File: config.mk
export PLATFORM = sky130hd
export DESIGN_NAME = key_detector
export DESIGN_NICKNAME = d
export VERILOG_FILES = /design/src/rtl/capiano_pkg.sv /design/src/rtl/pix_dark.sv /design/src/rtl/key_detector.sv
export SDC_FILE = /design/constraint.sdc
export NUM_CORES = 1
export LEC_CHECK = 0
export ABC_CLOCK_PERIOD_IN_PS = 2950
export CAP_MARGIN = 20
export CORE_UTILIZATION = 54
export DETAILED_ROUTE_END_ITERATION = 6
export PLACE_DENSITY_LB_ADDON = 0.12
export SLEW_MARGIN = 20
export SYNTH_ARGS = -nofsm -noshare
export SYNTH_HDL_FRONTEND = slang
export SYNTH_HIERARCHICAL = 1
export SYNTH_SLANG_ARGS = --single-unit
export TNS_END_PERCENT = 5
File: constraint.sdc
create_clock -name mem_clk -period 2.95 [get_ports mem_clk]
set_clock_uncertainty 0.05 [all_clocks]
set_input_delay 0.295 -clock mem_clk [delete_from_list [all_inputs] [get_ports mem_clk]]
set_output_delay 0.295 -clock mem_clk [all_outputs]
set_load 0.01 [all_outputs]
File: src/rtl/capiano_pkg.sv
// rtl/capiano_pkg.sv - canvas geometry, address layout and scanner state encoding shared by the key detector
package capiano_pkg;

    localparam int CANVAS_ROWS  = 120;
    localparam int CANVAS_COLS  = 160;
    localparam int NUM_KEYS     = 8;
    localparam int COLS_PER_KEY = 20;
    localparam int ADDR_ROW_LSB = 18;
    localparam int ADDR_ROW_W   = 7;
    localparam int ADDR_COL_LSB = 2;
    localparam int ADDR_COL_W   = 8;
    localparam int CNT_W        = 16;

    typedef enum logic [1:0] {
        IDLE  = 2'd0,
        READ  = 2'd1,
        DRAIN = 2'd2,
        EVAL  = 2'd3
    } kd_state_e;

    // Row lands in [24:18], column in [9:2]; every other bit stays zero.
    function automatic logic [31:0] make_addr(input logic [ADDR_ROW_W-1:0] row,
                                              input logic [ADDR_COL_W-1:0] col);
        return {7'd0, row, 8'd0, col, 2'd0};
    endfunction

endpackage

File: src/rtl/pix_dark.sv
// rtl/pix_dark.sv - combinational RGB333 darkness test: R+G+B below DARK_TH
module pix_dark #(
    parameter int DARK_TH = 6
) (
    input  logic [8:0] i_pix,
    output logic       o_dark
);

    logic [4:0] w_sum;

    // Three 3-bit channels top out at 21, so five bits never overflow.
    assign w_sum  = {2'b00, i_pix[8:6]} + {2'b00, i_pix[5:3]} + {2'b00, i_pix[2:0]};
    assign o_dark = (32'(w_sum) < 32'(DARK_TH));

endmodule

File: src/rtl/key_detector.sv
// rtl/key_detector.sv - scans a canvas row band, counts dark pixels per key strip, reports pressed keys
// Build option KEY_DEBOUNCE_EN: a key only changes after two consecutive scans agree.
module key_detector
    import capiano_pkg::*;
#(
    parameter int ROW_TOP   = 100,
    parameter int ROW_BOT   = 119,
    parameter int DARK_TH   = 6,
    parameter int PRESS_CNT = 40
) (
    input  logic        mem_clk,
    input  logic        rst,
    input  logic        work_en,
    output logic [31:0] addr,
    input  logic [8:0]  q,
    output logic [7:0]  keys,
    output logic        scan_done,
    output logic        busy
);

    kd_state_e               r_state;
    kd_state_e               w_state_nxt;
    logic [ADDR_ROW_W-1:0]   r_row;
    logic [ADDR_ROW_W-1:0]   w_row_nxt;
    logic [ADDR_COL_W-1:0]   r_col;
    logic [ADDR_COL_W-1:0]   w_col_nxt;
    logic [4:0]              r_sub;
    logic [4:0]              w_sub_nxt;
    logic [2:0]              r_key;
    logic [2:0]              w_key_nxt;
    logic                    r_v0;
    logic                    r_v1;
    logic [2:0]              r_k1;
    logic                    r_drain;
    logic [31:0]             r_addr;
    logic [CNT_W-1:0]        r_cnt [NUM_KEYS];
    logic [NUM_KEYS-1:0]     w_raw;
    logic [NUM_KEYS-1:0]     r_keys;
    logic                    r_scan_done;
    logic                    w_dark;
    logic                    w_start;
    logic                    w_last;

    assign w_start = (r_state == IDLE) && work_en;
    assign w_last  = (r_row == 7'(ROW_BOT)) && (r_col == 8'(CANVAS_COLS - 1));

    pix_dark #(
        .DARK_TH (DARK_TH)
    ) u_pix_dark (
        .i_pix  (q),
        .o_dark (w_dark)
    );

    always_ff @(posedge mem_clk or negedge rst) begin
        if (!rst) begin
            r_state <= IDLE;
        end else begin
            r_state <= w_state_nxt;
        end
    end

    always_comb begin
        w_state_nxt = r_state;
        case (r_state)
            IDLE:    if (work_en) w_state_nxt = READ;
            READ:    if (w_last)  w_state_nxt = DRAIN;
            DRAIN:   if (r_drain) w_state_nxt = EVAL;
            EVAL:    w_state_nxt = IDLE;
            default: w_state_nxt = IDLE;
        endcase
    end

    // Sub-column and key counters step with the column so the key index needs no divide.
    always_comb begin
        w_col_nxt = r_col + 8'd1;
        w_sub_nxt = r_sub + 5'd1;
        w_key_nxt = r_key;
        w_row_nxt = r_row;
        if (r_sub == 5'(COLS_PER_KEY - 1)) begin
            w_sub_nxt = '0;
            w_key_nxt = r_key + 3'd1;
        end
        if (r_col == 8'(CANVAS_COLS - 1)) begin
            w_col_nxt = '0;
            w_sub_nxt = '0;
            w_key_nxt = '0;
            w_row_nxt = r_row + 7'd1;
        end
    end

    always_ff @(posedge mem_clk or negedge rst) begin
        if (!rst) begin
            r_row   <= '0;
            r_col   <= '0;
            r_sub   <= '0;
            r_key   <= '0;
            r_v0    <= 1'b0;
            r_v1    <= 1'b0;
            r_k1    <= '0;
            r_drain <= 1'b0;
            r_addr  <= '0;
        end else begin
            // Stage 0 (r_v0/r_key) rides with r_addr; stage 1 lines up with q one edge later.
            r_v1    <= r_v0;
            r_k1    <= r_key;
            r_drain <= (r_state == DRAIN) ? ~r_drain : 1'b0;
            if (w_start) begin
                r_row  <= 7'(ROW_TOP);
                r_col  <= '0;
                r_sub  <= '0;
                r_key  <= '0;
                r_v0   <= 1'b1;
                r_addr <= make_addr(7'(ROW_TOP), 8'd0);
            end else if (r_state == READ) begin
                if (w_last) begin
                    r_v0 <= 1'b0;
                end else begin
                    r_row  <= w_row_nxt;
                    r_col  <= w_col_nxt;
                    r_sub  <= w_sub_nxt;
                    r_key  <= w_key_nxt;
                    r_addr <= make_addr(w_row_nxt, w_col_nxt);
                end
            end
        end
    end

    always_ff @(posedge mem_clk or negedge rst) begin
        if (!rst) begin
            for (int i = 0; i < NUM_KEYS; i++) r_cnt[i] <= '0;
        end else if (w_start) begin
            for (int i = 0; i < NUM_KEYS; i++) r_cnt[i] <= '0;
        end else if (r_v1 && w_dark && (r_cnt[r_k1] != {CNT_W{1'b1}})) begin
            r_cnt[r_k1] <= r_cnt[r_k1] + 16'd1;
        end
    end

    always_comb begin
        w_raw = '0;
        for (int i = 0; i < NUM_KEYS; i++) w_raw[i] = (32'(r_cnt[i]) >= 32'(PRESS_CNT));
    end

`ifdef KEY_DEBOUNCE_EN
    logic [NUM_KEYS-1:0] r_prev_raw;
    logic [NUM_KEYS-1:0] w_stable;

    assign w_stable = ~(w_raw ^ r_prev_raw);

    always_ff @(posedge mem_clk or negedge rst) begin
        if (!rst) begin
            r_keys     <= '0;
            r_prev_raw <= '0;
        end else if (r_state == EVAL) begin
            r_keys     <= (r_keys & ~w_stable) | (w_raw & w_stable);
            r_prev_raw <= w_raw;
        end
    end
`else
    always_ff @(posedge mem_clk or negedge rst) begin
        if (!rst) begin
            r_keys <= '0;
        end else if (r_state == EVAL) begin
            r_keys <= w_raw;
        end
    end
`endif

    always_ff @(posedge mem_clk or negedge rst) begin
        if (!rst) begin
            r_scan_done <= 1'b0;
        end else begin
            r_scan_done <= (r_state == EVAL);
        end
    end

    assign addr      = r_addr;
    assign keys      = r_keys;
    assign scan_done = r_scan_done;
    assign busy      = (r_state != IDLE);

endmodule

==> reports/metrics.yaml, run 1 <==
run_status:
  status: "complete, but fails checks"
  violations: "negative setup slack"
logic_synthesis:
  ys_seq_area_share_pct: 45.34
  yosysWarningCount: 6
  synth_area_sq_um: 9273
  yosysTopAreaCell: "dfrtp_1"
  ys_types: 69
  synth_common_cells: "dfrtp_1, nor2_1, mux2i_1"
  synthFlopType: "dfrtp_1"
  synth.most_common_cell: "dfrtp_1"
  synth_edf_count: 0
  async_reset_ff_share_pct: 100.0
  synthTopCellsByArea: "dfrtp_1, mux2i_1, mux4_2, nor2_1, nand2_1"
  yosysTopAreaCellShare_pct: 45.34
  ys_ff_latch: 168
  syn_inst: 892
  syn_area_per_cell_sq_um: 10.40
layout:
  drive_above_1_share_pct: 24.09
  fillers: 1269
  syn2layout_area_growth_pct: 23.15
  fin_cells: 1237
  antennaDiodeCount: 0
  layout.nets: 1032
worst_setup_path:
  setup.worst_path.class: "flip-flop to flip-flop"
  r2r-start: "r_k1[0]"
  cp_top_family: "simple AND/OR/NAND/NOR gates"
  critPathCaptureType: "flip-flop"
  r2r_slack_ps: -50
  reg2reg_depth: 11
  crit_chain: "buf_12, buf_12, mux4_2, mux2_4, nand4b_1, buf_4, or4_4, nor3b_4, xor2_2, buf_4, o22ai_1"
  max_stage_delay_ps: 500
  worstPathMaxFanout: 11
  cp_num_buf_inv: 4
  timing.rr.end: "r_cnt[15]"
  critical_path_required_ps: 3210
  crit_path_start_kind: "flip-flop"
  cp.depth: 11
  critPathArrivalTime_ps: 3260
  crit_slowest_cell: "or4_4"
sta:
  rsz0062_at_grt: "true"
  tightest_slew_ps: 857.2
  setup_tns_ps: -728.2
  finalWorstSetupSlack_ps: -53.85
  max_freq_mhz: 332.9
  max_slew_margin_pct: 42.86
  min_period_over_period_pct: 101.8
  min_period_ps: 3004
  hold_violations: 0
  finalMaxSlewViolations: 0
  setup_violations: 38
  timing.hold.ws_ps: 339.1
route:
  drtAntennaViolNets: 0
  vias_per_cell: 6.048
  first_pass_iters: 5
  drt_iter0_drc: 686
  route.detailed.drc: 0
  via_count: 7481
  wl_per_cell_um: 20.69
  route.final.wire_length_mm: 25.60
grt:
  grt_pass1_wl_mm: 40.83
  grt_usage_pct: 30.27
  antenna_found_initial: 0
  grt_max_degree: 112
  overflow: 0
  grt_pass1_vias: 7595
clock_tree:
  path_clk_slew_ps: 70
  cts_root_buf: "clkbuf_16"
  numCtsBuffers: 17
  cts-htree-levels: 4
  clock_sinks: 168
  cts_tree: "yes"
  clock_path_buffers: 2
  insertion_delay_ps: 440
flow_run:
  maxCapViolCount: 0
worst_hold_path:
  worstHoldStart: "r_v0"
  min_path_type: "flip-flop to flip-flop"
  hold_depth: 0
  hold-path-endpoint: "r_v1"
power:
  clockPowerShare_pct: 28.6
  p_switching_mw: 2.894
  netSwitchingFraction_pct: 36.41
  p_leak_nw: 5.307
  combinationalPowerShare_pct: 36.6
  power_frac_seq_pct: 34.8
  power.density_nw_per_um2: 696.1
  peakVddDrop_mv: 0.5467
  p_int_mw: 5.055
place:
  port_buffers: 36
  placed_cells: 1185
  place.gp.congestion: 0.9447
  dp_hpwl_mm: 18.00
  dp_slack_ps: -870.7
floorplanning:
  rows: 47
  die_w_um: 133.0
  initial_core_util_pct: 55.52
  ios: 54
  dieArea_sq_um: 17700
  die_h_um: 133.0
  coreArea_sq_um: 16700
==> registers in the layout (all words and copies together), names as in the netlist, 2 cells and up <==
signal and cells:
r_k1 3, r_cnt 128, r_state 2, r_sub 5
r_key 3, r_col 7, addr 2, keys 8
r_row 6
==> kinds of logic (layout without fill, tap and decap cells) <==
logic type	count (synthesis)	in the layout	synth area share [%]
adders and majority gates	16	16	2.402
AOI/OAI and AO/OA	158	158	11.24
and+or+nand+nor	319	319	17.20
other	1	17	0.04044
DFF	168	168	45.34
muxes	122	122	15.96
buffers and inverters	93	202	6.315
xor gates and xnor gates	15	15	1.498
==> repair_timing <==
action                                 in CTS  in global routing
gates cloned                                3                  0
setup endpoints to repair                 128                128
gates resized for setup                    41                 56
setup buffers                               3                 13
pin swaps                                   8                 25
endpoints found under the hold margin      73                  0
hold buffers                                1                  0
==> layer usage <==
metal  vias up  part of all wire, %  track usage [%]
met1      3802                   43            40.20
met2       229                   50            49.01
li1       3397                    -                -
met3        53                  5.0            5.862
met5         -                    0                0
met4         0                  2.7            11.88
==> cell usage in the layout (no fill, tap or decap), types with 13 or more instances in the layout <==
cell and count:
nand3_1 28, dfrtp_1 166, clkdlybuf4s50_1 27, conb_1 17, o21ai_0 33, mux4_2 20, buf_4 92, mux2i_1 93
nand2b_1 28, nand2_1 67, nor4_1 19, buf_6 13, clkbuf_16 17, nor2_1 100, a21oi_1 37
==> stage by stage <==
step	area [sq um]	utilization (%)	power [mW]
5_1_grt	11420	68.38	8.342
3_5_place_dp	10330	61.83	5.489
6_report	11420	68.38	7.949
3_3_place_gp	10330	61.83	5.396
4_1_cts	11120	66.59	7.815
2_1_floorplan	9361	-	4.523
==> power groups by stage <==
stage | combinational [mW] | clock [mW] | sequential (mW)
after floorplan | 1.77 | 0 | 2.75
after global placement | 2.60 | 0 | 2.79
after detailed placement | 2.68 | 0 | 2.81
after CTS | 2.74 | 2.31 | 2.77
after global routing | 3.14 | 2.41 | 2.79
final | 2.91 | 2.28 | 2.76
==> area by class of cell <==
class / count / area [sq um] / area share (%)
inverter: 17 / 63.81 / 0.5588
sequential: 168 / 4209 / 36.86
tap: 220 / 275.3 / 2.410
timing repair buffer: 153 / 1416 / 12.40
clock inverter: 15 / 181.4 / 1.589
clock buffer: 17 / 425.4 / 3.725
multi-input combinational: 647 / 4848 / 42.46
==> worst max-delay path by stage <==
stage | start | endpoint | slack, ps
floorplan | r_k1[2] | r_cnt[124] | -40
global placement | q[1] | r_cnt[16] | -740
detailed placement | q[1] | r_cnt[27] | -870
CTS | q[4] | r_cnt[1] | -9
global route | r_k1[2] | r_cnt[118] | -120
finish | r_k1[0] | r_cnt[15] | -50
(Power assumes the default switching activity.)
==> run 2, diff against run 1 <==
--- a/config.mk
+++ b/config.mk
@@ -5,9 +5,10 @@
 export SDC_FILE = /design/constraint.sdc
 export NUM_CORES = 1
 export LEC_CHECK = 0
-export ABC_CLOCK_PERIOD_IN_PS = 2950
+export ABC_CLOCK_PERIOD_IN_PS = 3400
 export CAP_MARGIN = 20
-export CORE_UTILIZATION = 54
+export CORE_UTILIZATION = 60
+export CTS_CLUSTER_SIZE = 24
 export DETAILED_ROUTE_END_ITERATION = 6
 export PLACE_DENSITY_LB_ADDON = 0.12
 export SLEW_MARGIN = 20
==> constraint.sdc (replaced) <==
create_clock -name mem_clk -period 3.4 [get_ports mem_clk]
set_clock_uncertainty 0.05 [all_clocks]
set_input_delay 0.34 -clock mem_clk [delete_from_list [all_inputs] [get_ports mem_clk]]
set_output_delay 0.34 -clock mem_clk [all_outputs]
set_load 0.01 [all_outputs]
==> reports/metrics.yaml, run 2 (synthesis results as in run 1) <==
worst_setup_path:
  cp_num_buf_inv: 6  # +2
  worstPathMaxFanout: 14  # +3
  crit_slowest_cell: "fa_1"
  cp_top_family: "adder cells"
  r2r_slack_ps: 230  # +280 ps
  critPathArrivalTime_ps: 3510  # +250 ps
  r2r-start: "r_k1[0]"
  critPathCaptureType: "flip-flop"
  max_stage_delay_ps: 480  # -20 ps
  reg2reg_depth: 9  # -2
  setup.worst_path.class: "input pin to flip-flop"
  timing.rr.end: "r_cnt[31]"
  crit_chain: "clkdlybuf4s50_1, inv_2, fa_1, inv_1, ha_2, inv_2, fa_2, a211oi_2, mux2i_1, a21oi_2, nand2_2, buf_6, nor3_4, o21a_2, buf_12, mux2i_1, nor2_1"
  crit_path_start_kind: "input pin"
  critical_path_required_ps: 3640  # +430 ps
power:
  p_int_mw: 4.221  # -16%
  power_frac_seq_pct: 36.6  # +1.8 points
  power.density_nw_per_um2: 615.2  # -12%
  clockPowerShare_pct: 30.2  # +1.6 points
  combinationalPowerShare_pct: 33.2  # -3.4 points
  p_leak_nw: 4.814  # -9.3%
  peakVddDrop_mv: 0.5578  # +2.0%
  netSwitchingFraction_pct: 35.59  # -0.82 points
  p_total_mw: 6.554  # -18%
  p_switching_mw: 2.332  # -19%
route:
  drt_iter0_drc: 569  # -17%
  vias_per_cell: 6.350  # +5.0%
  route.final.wire_length_mm: 24.30  # -5.1%
  route.detailed.drc: 0  # unchanged
  drtAntennaViolNets: 0  # unchanged
  via_count: 7195  # -3.8%
  first_pass_iters: 5  # unchanged
  wl_per_cell_um: 21.45  # +3.6%
layout:
  layout.nets: 960  # -7.0%
  syn2layout_area_growth_pct: 14.90
  fillers: 1127  # -11%
  antennaDiodeCount: 0  # unchanged
  layout_common_cells: "dfrtp_1, nor2_1, mux2i_1"
  largest_reg_flops: 128  # unchanged
  largest-register: "r_cnt"
  layout_commonest_cell: "dfrtp_1"
  drive_above_1_share_pct: 15.24  # -8.9 points
  design_area_sq_um: 10650  # -6.7%
grt:
  grt_usage_pct: 32.02  # +1.8 points
  grt_max_degree: 79  # -29%
  overflow: 0  # unchanged
  antenna_found_initial: 0  # unchanged
  grt_pass1_wl_mm: 38.88  # -4.8%
  grt_pass1_vias: 7122  # -6.2%
sta:
  setup_tns_ps: 0  # +728.2 ps
  max_freq_mhz: 305.2
  tightest_slew_ps: 926.5  # +69.28 ps
  timing.hold.ws_ps: 333.2  # -5.962 ps
  hold_violations: 0  # unchanged
  setup_violations: 0  # -100%
  finalWorstSetupSlack_ps: 123.7  # +177.5 ps
  finalMaxSlewViolations: 0  # unchanged
  min_period_over_period_pct: 96.36
  max_slew_margin_pct: 37.79  # -5.1 points
  rsz0062_at_grt: "true"
  min_period_ps: 3276
flow_run:
  maxCapViolCount: 0  # unchanged
clock_tree:
  numCtsBuffers: 17  # unchanged
  cts_root_buf: "clkbuf_16"
  cts_tree: "yes"
  cts-htree-levels: 4  # unchanged
  path_clk_slew_ps: 70  # about the same
  insertion_delay_ps: 440  # about the same
  clock_path_buffers: 2  # unchanged
  clock_sinks: 168  # unchanged
worst_hold_path:
  hold_depth: 0  # unchanged
  min_path_type: "flip-flop to flip-flop"
  hold-path-endpoint: "r_v1"
  worstHoldStart: "r_v0"
floorplanning:
  rows: 45  # -4.3%
  die_w_um: 126.3  # -5.1%
  initial_core_util_pct: 61.22  # +5.7 points
  coreArea_sq_um: 15150  # -9.3%
  die_h_um: 126.3  # -5.1%
  dieArea_sq_um: 15960  # -9.9%
  ios: 54  # unchanged
place:
  dp_slack_ps: -456.4  # +414.2 ps
  postPlaceCellArea_sq_um: 9878  # -4.3%
  port_buffers: 36  # unchanged
  place.gp.congestion: 0.8989  # -4.8%
  dp_hpwl_mm: 17.02  # -5.5%
run_status:
  status: "completed"
-- run 2: worst max-delay path by stage --
stage | startpoint | to | depth (start not counted)
after floorplan | r_k1[2] | r_cnt[43] | 17
after global placement | q[1] | r_cnt[17] | 17
after detailed placement | q[1] | r_cnt[54] | 16
after CTS | q[1] | r_cnt[52] | 16
after global routing | q[7] | r_cnt[35] | 16
final | q[7] | r_cnt[4] | 17
-- run 2: final cells by class --
class | count | area, sq um | share of cell area, %
Tap cell | 188 | 235.2 | 2.208
Clock buffer | 19 | 442.9 | 4.157
Timing Repair Buffer | 81 | 868.3 | 8.150
Multi-Input combinational cell | 647 | 4676 | 43.89
Inverter | 17 | 63.81 | 0.5989
Sequential cell | 168 | 4207 | 39.48
Clock inverter | 13 | 161.4 | 1.515
-- run 2: metrics by stage --
| stage | utilization, % | cells |
|---|---|---|
| detailed placement | 65.22 | 1098 |
| global placement | 65.22 | 1098 |
| global route | 70.34 | 1133 |
| finish | 70.34 | 1133 |
| floorplan | - | 908 |
| CTS | 69.36 | 1131 |
-- run 2: routing by layer --
metal | up-vias | part of all wire (%) | routed length [um] | GRT usage (%)
met5 | - | 0 | 0 | 0
met4 | 0 | 2.3 | 552 | 11.55
met3 | 48 | 6.6 | 1592 | 6.453
met2 | 257 | 49 | 11990 | 52.26
met1 | 3633 | 42 | 10160 | 42.77
li1 | 3257 | - | - | -
-- run 2: power groups by stage --
stage          sequential, mW  clock [mW]  combinational [mW]
6_report                 2.40        1.98                2.18
4_1_cts                  2.40        2.00                2.13
5_1_grt                  2.43        2.07                2.36
2_1_floorplan            2.39           0                1.52
3_3_place_gp             2.42           0                2.06
3_5_place_dp             2.43           0                2.12
-- run 2: what timing repair did --
action,4_1_cts,5_1_grt
hold endpoints to repair,70,0
pin swaps,0,8
gates cloned,0,1
hold buffers,1,0
gates resized for setup,3,26
endpoints found under the setup margin,15,127
buffers inserted,0,1
